$ cat config.mk
export PLATFORM = sky130hd
export DESIGN_NAME = laser_pulse_ctrl
export DESIGN_NICKNAME = d
export VERILOG_FILES = /design/src/rtl/laser_pulse_ctrl.sv
export SDC_FILE = /design/constraint.sdc
export NUM_CORES = 1
export LEC_CHECK = 0
export BUFFER_PORTS_ARGS = -buffer_cell sky130_fd_sc_hd__buf_4
export CAP_MARGIN = 20
export CORE_UTILIZATION = 55
export DETAILED_ROUTE_END_ITERATION = 10
export PLACE_DENSITY = 0.85
export SETUP_SLACK_MARGIN = 0.2
export SLEW_MARGIN = 20
export SYNTH_ARGS = -nofsm -noshare
export SYNTH_HDL_FRONTEND = slang
export SYNTH_SLANG_ARGS = --single-unit
$ cat constraint.sdc
create_clock -name clk -period 2.85 [get_ports clk]
set_input_delay 0 -clock clk [delete_from_list [all_inputs] [get_ports clk]]
set_output_delay 0 -clock clk [all_outputs]
set_load 0.1 [all_outputs]
$ cat src/rtl/laser_pulse_ctrl.sv
// Laser-pulse controller: a button edge fires a pulse of run-time length on x,
// followed by a fixed cooldown; supports retrigger, abort and a shot counter.
module laser_pulse_ctrl #(
    parameter int unsigned LEN_W     = 8,
    parameter int unsigned COOLDOWN  = 2,
    parameter int unsigned RETRIGGER = 0,
    parameter int unsigned SHOT_W    = 16
) (
    input  logic              clk,
    input  logic              reset,
    input  logic              b,
    input  logic [LEN_W-1:0]  len,
    input  logic              abort,
    output logic              x,
    output logic              busy,
    output logic              done,
    output logic [SHOT_W-1:0] shots
);

    typedef enum logic [1:0] {
        IDLE = 2'd0,
        FIRE = 2'd1,
        COOL = 2'd2
    } state_t;

    localparam logic             HAS_COOL  = (COOLDOWN != 0);
    localparam logic             RETRIG_EN = (RETRIGGER != 0);
    localparam logic [LEN_W-1:0] COOL_LOAD = HAS_COOL ? LEN_W'(COOLDOWN - 1) : '0;

    state_t            state_q, state_d;
    logic [LEN_W-1:0]  cnt_q, cnt_d;
    logic              b_q;
    logic              x_q, x_d;
    logic              busy_q, busy_d;
    logic [SHOT_W-1:0] shots_q, shots_d;
    logic              done_c;
    logic              edge_c;
    logic              len_ok_c;

    assign edge_c   = b & ~b_q;
    assign len_ok_c = (len != '0);

    // State register and registered outputs
    always_ff @(posedge clk) begin
        if (reset) begin
            state_q <= IDLE;
            cnt_q   <= '0;
            b_q     <= 1'b0;
            x_q     <= 1'b0;
            busy_q  <= 1'b0;
            shots_q <= '0;
        end else begin
            state_q <= state_d;
            cnt_q   <= cnt_d;
            b_q     <= b;
            x_q     <= x_d;
            busy_q  <= busy_d;
            shots_q <= shots_d;
        end
    end

    // Next-state, counter and completion strobe
    always_comb begin
        state_d = state_q;
        cnt_d   = cnt_q;
        shots_d = shots_q;
        done_c  = 1'b0;

        unique case (state_q)
            IDLE: begin
                if (edge_c && len_ok_c && !abort) begin
                    state_d = FIRE;
                    cnt_d   = len - LEN_W'(1);
                    shots_d = shots_q + SHOT_W'(1);
                end
            end
            FIRE: begin
                if (abort) begin
                    state_d = HAS_COOL ? COOL : IDLE;
                    cnt_d   = COOL_LOAD;
                end else if (RETRIG_EN && edge_c && len_ok_c) begin
                    cnt_d = len - LEN_W'(1);
                end else if (cnt_q == '0) begin
                    done_c  = 1'b1;
                    state_d = HAS_COOL ? COOL : IDLE;
                    cnt_d   = COOL_LOAD;
                end else begin
                    cnt_d = cnt_q - LEN_W'(1);
                end
            end
            COOL: begin
                if (cnt_q == '0) begin
                    state_d = IDLE;
                end else begin
                    cnt_d = cnt_q - LEN_W'(1);
                end
            end
            default: begin
                state_d = IDLE;
                cnt_d   = '0;
            end
        endcase

        x_d    = (state_d == FIRE);
        busy_d = (state_d != IDLE);
    end

    assign x     = x_q;
    assign busy  = busy_q;
    assign done  = done_c & ~reset;
    assign shots = shots_q;

endmodule

; ---- Yosys cells after proc, flatten, opt, wreduce, memory -nomap -nowiden
; Cells that the tools add are included.
[totals]
ff_bits = 29
latch_bits = 0
ramBits = 0
romBits = 0
output_inout_bits = 19
elab_cells = 40
memories = 0
[classes]
n_addsub = 3
multipliers = 0
div = 0
magnitude_cmp = 0
eq_ne = 5
shift = 0
muxes = 13
bitwise = 4
reduce_logical = 9
[op_table]
columns = operator, n
row1 = 8-bit two-way mux, 4
row2 = 8-bit case mux with 3 select lines, 1
row3 = "16-bit by 1-bit adder with 16-bit output, second input constant", 1
row4 = "8-bit by 1-bit subtractor with 8-bit output, second input constant", 2
row5 = 8-bit logical NOT, 1
row6 = 2-bit two-way mux, 4
row7 = 8-bit nonzero test, 1
row8 = 2-bit case mux with 3 select lines, 1
row9 = "2-bit by 1-bit == test with 1-bit output, second input constant", 2
row10 = "2-bit inequality test, second input constant", 2
row11 = 2-bit AND reduction, 2
row12 = 1-bit two-way mux, 3
row13 = 1-bit AND, 2
row14 = "2-bit == test, second input constant", 1
row15 = 1-bit logical AND, 2
row16 = 2-bit logical NOT, 1
row17 = 1-bit inverter, 2
row18 = 2-bit nonzero test, 1
row19 = 1-bit logical NOT, 1

; ---- Depth between registers and ports, before layout
; Gate-level depths: netlist of run 1.
[logic_depth]
word_depth = 7
ltp_mapped = 7
ltp_nobuf = 7

; ---- Least setup slack after synthesis of run 1
; Ideal clock, no wire load.
[synth_timing]
kind = flip-flop to output port
start = reg cnt_q[0]
end = out done
arrival_ns = 4.041
slack_ns = -1.191
path_stages_with_launch = 6
cell_sequence = dfxtp_1 inv_1 ha_1 nor4b_2 nand2_1 nor4b_1
[synth_via]
elab_chain_len = 5
[synth_rtl]
columns = element, line
row1 = "start, declared", 31  ; logic [LEN_W-1:0] cnt_q, cnt_d;
row2 = "start signal, assigned", 54  ; cnt_q <= cnt_d;
row3 = 8-bit logical NOT, 83  ; end else if (cnt_q == '0) begin
row4 = 1-bit two-way mux, 83
row5 = 1-bit two-way mux, 78  ; if (abort) begin
row6 = 1-bit two-way mux, 69  ; unique case (state_q)
row7 = 1-bit AND, 110  ; assign done = done_c & ~reset;
row8 = "end, declared", 16  ; output logic done,
; Every way passes these cells.

; ---- Final worst setup path of run 1
[layout_timing]
start = reg cnt_q[0]
end = reg cnt_q[0]
[layout_via]
elab_chain_len = 4
elab_cells_between_ends = 8
cone_classes = add/sub: 1 / eq/ne: 1 / mux: 4 / reduce/logical: 2
[layout_rtl]
columns = element, line
row1 = 8-bit by 1-bit subtractor with 8-bit output / 8-bit logical NOT (equally long branches), n/a
row2 = 8-bit two-way mux, 83
row3 = 8-bit two-way mux, 78
row4 = 8-bit case mux with 3 select lines, 69
; Several ways; a longest one is shown, not always the timed one. The select of a mux whose other input is x is not followed.
; A chain may end at the register's enable or synchronous reset.

==> impl_metrics.env, run 1 <==
export IMPL_root_buffer="clkbuf_4"
export IMPL_die_w_um=55.98
export IMPL_antenna_found_initial=0
export IMPL_cp_arrival_ns=2.35
export IMPL_fill_cells=218
export IMPL_via_per_inst=5.925
export IMPL_max_clock_freq_mhz=468.9
export IMPL_wire_per_inst_um=14.98
export IMPL_synth_area_um2=1603
export IMPL_avgSynthCellArea_um2=9.055
export IMPL_synth_fp_nets=193
export IMPL_track_usage=0.2591
export IMPL_cts_buffers=5
export IMPL_synth_top_area_cell="dfxtp_1"
export IMPL_switching_share=0.3152
export IMPL_finalClockSkew_ns=0.008253
export IMPL_synthArstFlopShare=0
export IMPL_synth_edf_count=0
export IMPL_drt_iter0_drc=58
export IMPL_stdcell_count=241
export IMPL_synth_seq_area_share=0.3622
export IMPL_setup_tns_ns=0
export IMPL_clk_pin_slew_ns=0.09
export IMPL_worstSetupStartpointType="flop"
export IMPL_drc_errors=0
export IMPL_cts_tree="built"
export IMPL_drv_slew=0
export IMPL_p_leak_nw=0.7787
export IMPL_cp_top_family="compound AO/OA/AOI/OAI gates"
export IMPL_portBuffers=30
export IMPL_grt_ovfl_total=0
export IMPL_fp_coreArea_um2=2758
export IMPL_hold_viol_final=0
export IMPL_ys_ff_latch=29
export IMPL_grt_start_max_net_pins=27
export IMPL_synth_top_area_share=0.3622
export IMPL_multi_input_area_um2=978.4
export IMPL_min_period_over_period=0.7482
export IMPL_io_pins=31
export IMPL_postPlaceCellArea_um2=1849
export IMPL_p_int_w=0.0006564
export IMPL_placed_cells=232
export IMPL_area_growth_syn_to_layout_pct=20.37
export IMPL_critPathKind="flop to flop"
export IMPL_cts_sinks=29
export IMPL_power_density_nw_per_um2=496.9
export IMPL_crit_slowest_cell="a211oi_2"
export IMPL_grt_pass1_wl_um=6403
export IMPL_cts_resized=0
export IMPL_rows=19
export IMPL_globalplace_congestion=0.8435
export IMPL_floorplan_die_area_um2=3134
export IMPL_ir_drop_mv=0.4986
export IMPL_pre_cts_slack_ns=0.7662
export IMPL_p_sw_w=0.0003022
export IMPL_vias=1428
export IMPL_period_needed_ns=2.132
export IMPL_drive_above_1_share=0.2476
export IMPL_min_path_type="input port to flop"
export IMPL_grt_setup_unrepaired="false"
export IMPL_fin_nets=225
export IMPL_ys_flop_type="dfxtp_1"
export IMPL_insertion_delay_ns=0.32
export IMPL_dp_hpwl_um=2659
export IMPL_path_cells="inv_1 -> ha_1 -> nor4b_2 -> nand2_1 -> a211oi_2 -> a2111oi_0 -> a31o_2"
export IMPL_setup_viol=0
export IMPL_diodes=0
export IMPL_max_slew_margin=0.5661
export IMPL_cts_path_max_buffers=2
export IMPL_path_buf_inv=1
export IMPL_critical_path_required_ns=3.06
export IMPL_regArea_um2=580.6
export IMPL_worstMarginPinSlew_ns=0.6449
export IMPL_path_max_fanout=9
export IMPL_clockPowerShare=0.292
export IMPL_die_height_um=55.98
export IMPL_cp_slowest_stage_delay_ns=0.60
export IMPL_cts_setup_buffers=0
export IMPL_cp_end_kind="flop"
export IMPL_holdBufCountCts=1
export IMPL_ys_top_cells_by_area="dfxtp_1, xor2_1, nor2_1"
export IMPL_outcome="completed"
export IMPL_finalWorstSetupSlack_ns=0.7175
export IMPL_whs_ns=0.02987
export IMPL_first_pass_iters=4
export IMPL_grt_pass1_vias=1428
export IMPL_yosys_warnings=0
export IMPL_ant_nets=0
export IMPL_start_util=0.5812
export IMPL_synth_cell_type_count=45
export IMPL_pwr_share_comb=0.243
export IMPL_seq_power_share=0.464
export IMPL_routed_wl_um=3611
export IMPL_fin_area_um2=1929
export IMPL_netlist_instances=177
export IMPL_cap_violations=0
export IMPL_h_tree_depth=2
registers in the layout, indices dropped and copies added, names as in the netlist:
signal,count
state_q,2
shots,16
cnt_q,8
busy,1
b_q,1
x,1
cell families (layout without fill, tap and decap cells):
kind of cell             Yosys count  in the layout  share of synthesized area
AND/OR/NAND/NOR                   77             77                     0.2724
flip-flops                        29             29                     0.3622
AO/OA/AOI/OAI                     27             27                     0.1546
XOR/XNOR                          26             26                     0.1421
buffers and inverters             13             46                    0.03122
adder cells (fa/ha/maj)            4              4                    0.03123
multiplexers                       1              1                   0.006245
final timing paths:
check	from	to	slack, ns	depth (start not counted)
max	cnt_q[0]$_SDFFE_PP0P_	cnt_q[0]$_SDFFE_PP0P_	0.72	7
min	reset	shots[2]$_SDFFE_PP0P_	0.03	2
max reg2reg	cnt_q[0]$_SDFFE_PP0P_	cnt_q[0]$_SDFFE_PP0P_	0.72	7
min reg2reg	shots[15]$_SDFFE_PP0P_	shots[15]$_SDFFE_PP0P_	0.54	2
layout by cell type (no fill, tap or decap), types with 2 or more instances in the layout:
| cell type | n |
|---|---|
| buf_4 | 30 |
| dfxtp_1 | 29 |
| nor2_1 | 27 |
| xor2_1 | 16 |
| nand2_1 | 11 |
| xnor2_1 | 10 |
| nand4_1 | 8 |
| inv_1 | 7 |
| nand3_1 | 5 |
| clkbuf_4 | 5 |
| o32ai_1 | 4 |
| a22oi_1 | 4 |
| ha_1 | 4 |
| nor3_1 | 3 |
| a21oi_1 | 3 |
| o22ai_1 | 3 |
| a32o_1 | 3 |
| and3_1 | 3 |
| nor4b_2 | 2 |
| nor2b_1 | 2 |
| a211oi_2 | 2 |
| or2_2 | 2 |
| nor4_1 | 2 |
| and2_1 | 2 |
| clkbuf_8 | 2 |
synth_stat cells, types with 2 or more instances:
library cell and number:
a211oi_2 2, a21oi_1 3, a22oi_1 4, a32o_1 3, and2_1 2, and3_1 3, clkbuf_1 4, dfxtp_1 29
ha_1 4, inv_1 7, nand2_1 11, nand3_1 5, nand4_1 8, nor2_1 27, nor2b_1 2, nor3_1 3
nor4_1 2, o22ai_1 3, o32ai_1 4, or2_2 2, xnor2_1 10, xor2_1 16
worst register-to-register path, stage by stage (launching register included):
cell and delay, ns:
dfxtp_1 0.35, inv_1 0.08, ha_1 0.14, nor4b_2 0.30, nand2_1 0.16, a211oi_2 0.60, a2111oi_0 0.15, a31o_2 0.25
area by class of cell:
cell class	instances	area share
tap	31	0.02010
sequential	29	0.3009
inverter	7	0.01362
multi-input combinational	135	0.5071
clock inverter	1	0.002594
timing repair buffer	31	0.1219
clock buffer	7	0.03372
layer usage:
layer	GRT usage	part of all wire
met1	0.3465	0.45
met2	0.3878	0.46
met3	0.06279	0.063
met4	0.1324	0.027
met5	0	0
through the flow:
stage / utilization / power, W
after detailed placement: 0.6706 / 0.0006809
after global routing: 0.6996 / 0.001005
after global placement: 0.6706 / 0.0006714
after floorplan: - / 0.0006220
after CTS: 0.6996 / 0.0009639
final: 0.6996 / 0.0009586
power by group through the flow:
stage | registers (W) | logic, W | clock network, W
2_1_floorplan | 0.000473 | 0.000149 | 0
3_3_place_gp | 0.000452 | 0.000219 | 0
3_5_place_dp | 0.000454 | 0.000227 | 0
4_1_cts | 0.000444 | 0.000231 | 0.000289
5_1_grt | 0.000448 | 0.000253 | 0.000304
6_report | 0.000445 | 0.000233 | 0.000280
Power figures use the tool's default switching activity.
==> inputs of run 2 (changes only) <==
- CORE_UTILIZATION: 55 -> 54
- PLACE_DENSITY: 0.85 -> 0.84
- clock period: 2.85 -> 2.2 ns (I/O delays scaled with it)
==> impl_metrics.env, run 2 (synthesis gave the netlist of run 1 again) <==
export IMPL_routed_wl_met3_um=222
export IMPL_globalplace_congestion=0.8460
export IMPL_critical_path_required_ns=2.20
export IMPL_diodes=0
export IMPL_period_needed_ns=1.946
export IMPL_floorplan_die_area_um2=3190
export IMPL_met1_length_um=1689
export IMPL_die_w_um=56.48
export IMPL_root_buffer="clkbuf_4"
export IMPL_max_clock_freq_mhz=513.8
export IMPL_power_density_nw_per_um2=675.1
export IMPL_cts_sinks=29
export IMPL_fp_coreArea_um2=2781
export IMPL_regArea_um2=593.1
export IMPL_cap_violations=0
export IMPL_highest_layer="met4"
export IMPL_cts_path_max_buffers=2
export IMPL_fin_nets=230
export IMPL_cts_buffers=5
export IMPL_wl_met2_um=2048
export IMPL_grt_pass1_vias=1379
export IMPL_worstMarginPinSlew_ns=0.5487
export IMPL_most_common_layout_cells="buf_4, nor2_1, dfxtp_1, xor2_1"
export IMPL_p_leak_nw=0.8315
export IMPL_grt_ovfl_total=0
export IMPL_vias=1488
export IMPL_start_util=0.5762
export IMPL_drv_slew=0
export IMPL_via_per_inst=6.049
export IMPL_grt_start_max_net_pins=27
export IMPL_io_pins=31
export IMPL_h_tree_depth=2
export IMPL_grt_setup_unrepaired="false"
export IMPL_min_path_type="input port to flop"
export IMPL_portBuffers=30
export IMPL_routed_wl_um=4090
export IMPL_ir_drop_mv=0.8476
export IMPL_wire_per_inst_um=16.63
export IMPL_drc_errors=0
export IMPL_fill_cells=191
export IMPL_path_max_fanout=4
export IMPL_postPlaceCellArea_um2=1878
export IMPL_die_height_um=56.48
export IMPL_area_growth_syn_to_layout_pct=28.49
export IMPL_first_pass_iters=4
export IMPL_cp_arrival_ns=1.95
export IMPL_setup_tns_ns=0
export IMPL_min_period_over_period=0.8847
export IMPL_largest_reg_flops=16
export IMPL_cp_end_kind="output pin"
export IMPL_outcome="completed"
export IMPL_drive_above_1_share=0.3209
export IMPL_hold_viol_final=0
export IMPL_power_w=0.001390
export IMPL_max_slew_margin=0.6309
export IMPL_layout_commonest_cell="buf_4"
export IMPL_finalClockSkew_ns=0.01290
export IMPL_rows=19
export IMPL_track_usage=0.2499
export IMPL_ant_nets=0
export IMPL_setup_viol=0
export IMPL_multi_input_area_um2=1035
export IMPL_clk_pin_slew_ns=0.09
export IMPL_insertion_delay_ns=0.33
export IMPL_cts_tree="built"
export IMPL_critPathKind="flop to output pin"
export IMPL_drt_iter0_drc=56
export IMPL_dp_hpwl_um=2699
export IMPL_fin_area_um2=2059
export IMPL_antenna_found_initial=0
export IMPL_grt_pass1_wl_um=6141
export IMPL_worstSetupStartpointType="flop"
export IMPL_finish_utilization=0.7404
-- run 2: layout make-up --
| type | count | share of cell area |
|---|---|---|
| clock buffer | 7 | 0.02673 |
| clock inverter | 1 | 0.01458 |
| sequential | 29 | 0.2880 |
| timing repair buffer | 36 | 0.1343 |
| inverter | 7 | 0.01519 |
| multi-input combinational | 135 | 0.5024 |
| tap | 31 | 0.01883 |
-- run 2: through the flow --
stage | cells | hold slack (ns) | worst slack [ns]
floorplan | 177 | 0.1143 | 0.1762
global placement | 234 | 0.2278 | 0.3289
detailed placement | 234 | 0.2519 | 0.2082
CTS | 243 | 0.02824 | 0.1872
global route | 246 | 0.04079 | 0.1487
finish | 246 | 0.02159 | 0.2536
-- run 2: final timing paths --
| check | slack [ns] | end | depth (start not counted) | from |
|---|---|---|---|---|
| worst max-delay path | 0.25 | done | 6 | cnt_q[1]$_SDFFE_PP0P_ |
| worst min register to register | 0.53 | shots[15]$_SDFFE_PP0P_ | 2 | shots[15]$_SDFFE_PP0P_ |
| worst max register to register | 0.27 | cnt_q[5]$_SDFFE_PP0P_ | 5 | state_q[0]$_SDFF_PP0_ |
| worst min-delay path | 0.02 | cnt_q[4]$_SDFFE_PP0P_ | 2 | reset |
-- run 2: timing repair --
item | CTS | global route
pin swaps | 0 | 4
setup buffers | 0 | 3
hold buffers | 1 | 0
gates cloned | 0 | 0
hold endpoints to repair | 1 | 0
gates resized for setup | 1 | 17
setup endpoints to repair | 6 | 11
-- run 2: power breakdown --
group	internal (W)	switching [W]
clock	0.000271	0.000184
sequential	0.000548	0.0000355
combinational	0.000140	0.000212
-- run 2: metal layers --
metal,GRT usage,vias to the layer above
met3,0.06452,18
met2,0.4370,52
met4,0.08711,0
li1,-,707
met5,0,-
met1,0.2929,711
-- run 2: critical path, cell delays in order (launching register included) --
cell and delay [ns]:
dfxtp_4 0.37, inv_4 0.07, ha_4 0.12, nor4b_4 0.31, nand2_2 0.16, nor4b_4 0.32
buf_6 0.26
==> inputs of run 3 (changes only) <==
- PLACE_DENSITY: 0.84 -> unset
- PLACE_DENSITY_LB_ADDON: unset -> 0.2
==> impl_metrics.env, run 3 (synthesis gave the netlist of run 1 again) <==
export IMPL_insertion_delay_ns=0.32
export IMPL_drt_iter0_drc=47
export IMPL_worstMarginPinSlew_ns=0.6258
export IMPL_area_growth_syn_to_layout_pct=25.14
export IMPL_cts_buffers=5
export IMPL_clk_pin_slew_ns=0.09
export IMPL_fin_nets=229
export IMPL_critical_path_required_ns=2.41
export IMPL_hold_viol_final=0
export IMPL_critPathKind="flop to flop"
export IMPL_ant_nets=0
export IMPL_layout_commonest_cell="buf_4"
export IMPL_cap_violations=0
export IMPL_cts_tree="built"
export IMPL_grt_setup_unrepaired="false"
export IMPL_portBuffers=30
export IMPL_vias=1439
export IMPL_r2r_slack_ns=0.30
export IMPL_path_cells="or2_2 -> a211oi_4 -> nand4_1 -> xor2_1 -> nor2_1"
export IMPL_fin_area_um2=2006
export IMPL_dp_hpwl_um=2662
export IMPL_placed_cells=234
export IMPL_max_clock_freq_mhz=527.4
export IMPL_cp_arrival_ns=2.11
export IMPL_path_max_fanout=11
export IMPL_outcome="completed"
export IMPL_period_needed_ns=1.896
export IMPL_wire_per_inst_um=15.14
export IMPL_root_buffer="clkbuf_4"
export IMPL_finalClockSkew_ns=0.008516
export IMPL_power_w=0.001240
export IMPL_min_path_type="input port to flop"
export IMPL_power_density_nw_per_um2=618.2
export IMPL_min_period_over_period=0.8618
export IMPL_largest_reg_flops=16
export IMPL_p_leak_nw=0.8111
export IMPL_cts_path_max_buffers=2
export IMPL_antenna_found_initial=0
export IMPL_drive_above_1_share=0.3052
export IMPL_drc_errors=0
export IMPL_globalplace_congestion=0.9002
export IMPL_die_height_um=56.48
export IMPL_max_slew_margin=0.5789
export IMPL_ir_drop_mv=0.5438
export IMPL_cp_slowest_stage_delay_ns=0.49
export IMPL_h_tree_depth=2
export IMPL_fp_coreArea_um2=2781
export IMPL_routed_wl_um=3694
export IMPL_grt_start_max_net_pins=27
export IMPL_track_usage=0.2476
export IMPL_crit_slowest_cell="a211oi_4"
export IMPL_postPlaceCellArea_um2=1878
export IMPL_most_common_layout_cells="buf_4, nor2_1, dfxtp_1, xor2_1"
export IMPL_worstSetupStartpointType="flop"
export IMPL_cts_sinks=29
export IMPL_cp_end_kind="flop"
export IMPL_die_w_um=56.48
export IMPL_drv_slew=0
export IMPL_setup_tns_ns=0
export IMPL_grt_pass1_vias=1403
export IMPL_diodes=0
export IMPL_start_util=0.5762
export IMPL_via_per_inst=5.898
export IMPL_first_pass_iters=5
export IMPL_floorplan_die_area_um2=3190
export IMPL_setup_viol=0
export IMPL_io_pins=31
export IMPL_grt_pass1_wl_um=6189
export IMPL_rows=19
export IMPL_grt_ovfl_total=0
export IMPL_stdcell_count=244
[run 3: area by class of cell]
class,count,area (µm²)
flip-flops and latches,29,590.6
inverters,7,28.78
clock buffers,7,55.05
multi-input cells,135,1023
fillers,212,775.7
repair buffers,35,269.0
well taps,31,38.79
[run 3: stage by stage]
stage / hold slack [ns] / utilization / setup slack, ns
finish: 0.03594 / 0.7211 / 0.3039
global route: 0.02079 / 0.7211 / 0.1858
CTS: 0.02921 / 0.6986 / 0.1934
detailed placement: 0.2287 / 0.6752 / 0.2006
global placement: 0.2189 / 0.6752 / 0.2955
floorplan: 0.1143 / - / 0.1762
[run 3: final timing paths]
check	from	cells after the start	end
hold reg to reg	shots[2]$_SDFFE_PP0P_	2	shots[2]$_SDFFE_PP0P_
hold / removal	reset	2	shots[10]$_SDFFE_PP0P_
setup / recovery	state_q[0]$_SDFF_PP0_	5	shots[14]$_SDFFE_PP0P_
setup reg to reg	state_q[0]$_SDFF_PP0_	5	shots[14]$_SDFFE_PP0P_
[run 3: critical path, delay by kind of cell (launching register included)]
| kind | cells | cell delay, ns |
|---|---|---|
| simple gates | 3 | 0.70 |
| flops | 1 | 0.40 |
| compound gates | 1 | 0.49 |
| xor+xnor | 1 | 0.19 |
[run 3: timing repair]
item / in CTS / in global routing
gates resized for setup: 0 / 13
hold buffers: 1 / 0
setup buffers: 0 / 2
gates cloned: 0 / 0
hold endpoints to repair: 1 / 0
pin swaps: 0 / 2
setup endpoints to repair: 1 / 9
[run 3: power breakdown]
part | internal [W] | switching [W] | leakage, nW
registers | 0.000548 | 0.0000325 | 0.239
logic | 0.000143 | 0.000197 | 0.541
clock network | 0.000151 | 0.000169 | 0.0314
total | 0.000842 | 0.000398 | 0.811
[run 3: metal layers]
layer / up-vias / track usage / wire [µm]
met5: - / 0 / 0
li1: 702 / - / -
met1: 679 / 0.3125 / 1594
met3: 7 / 0.08525 / 211
met2: 51 / 0.3882 / 1840
met4: 0 / 0.09408 / 48
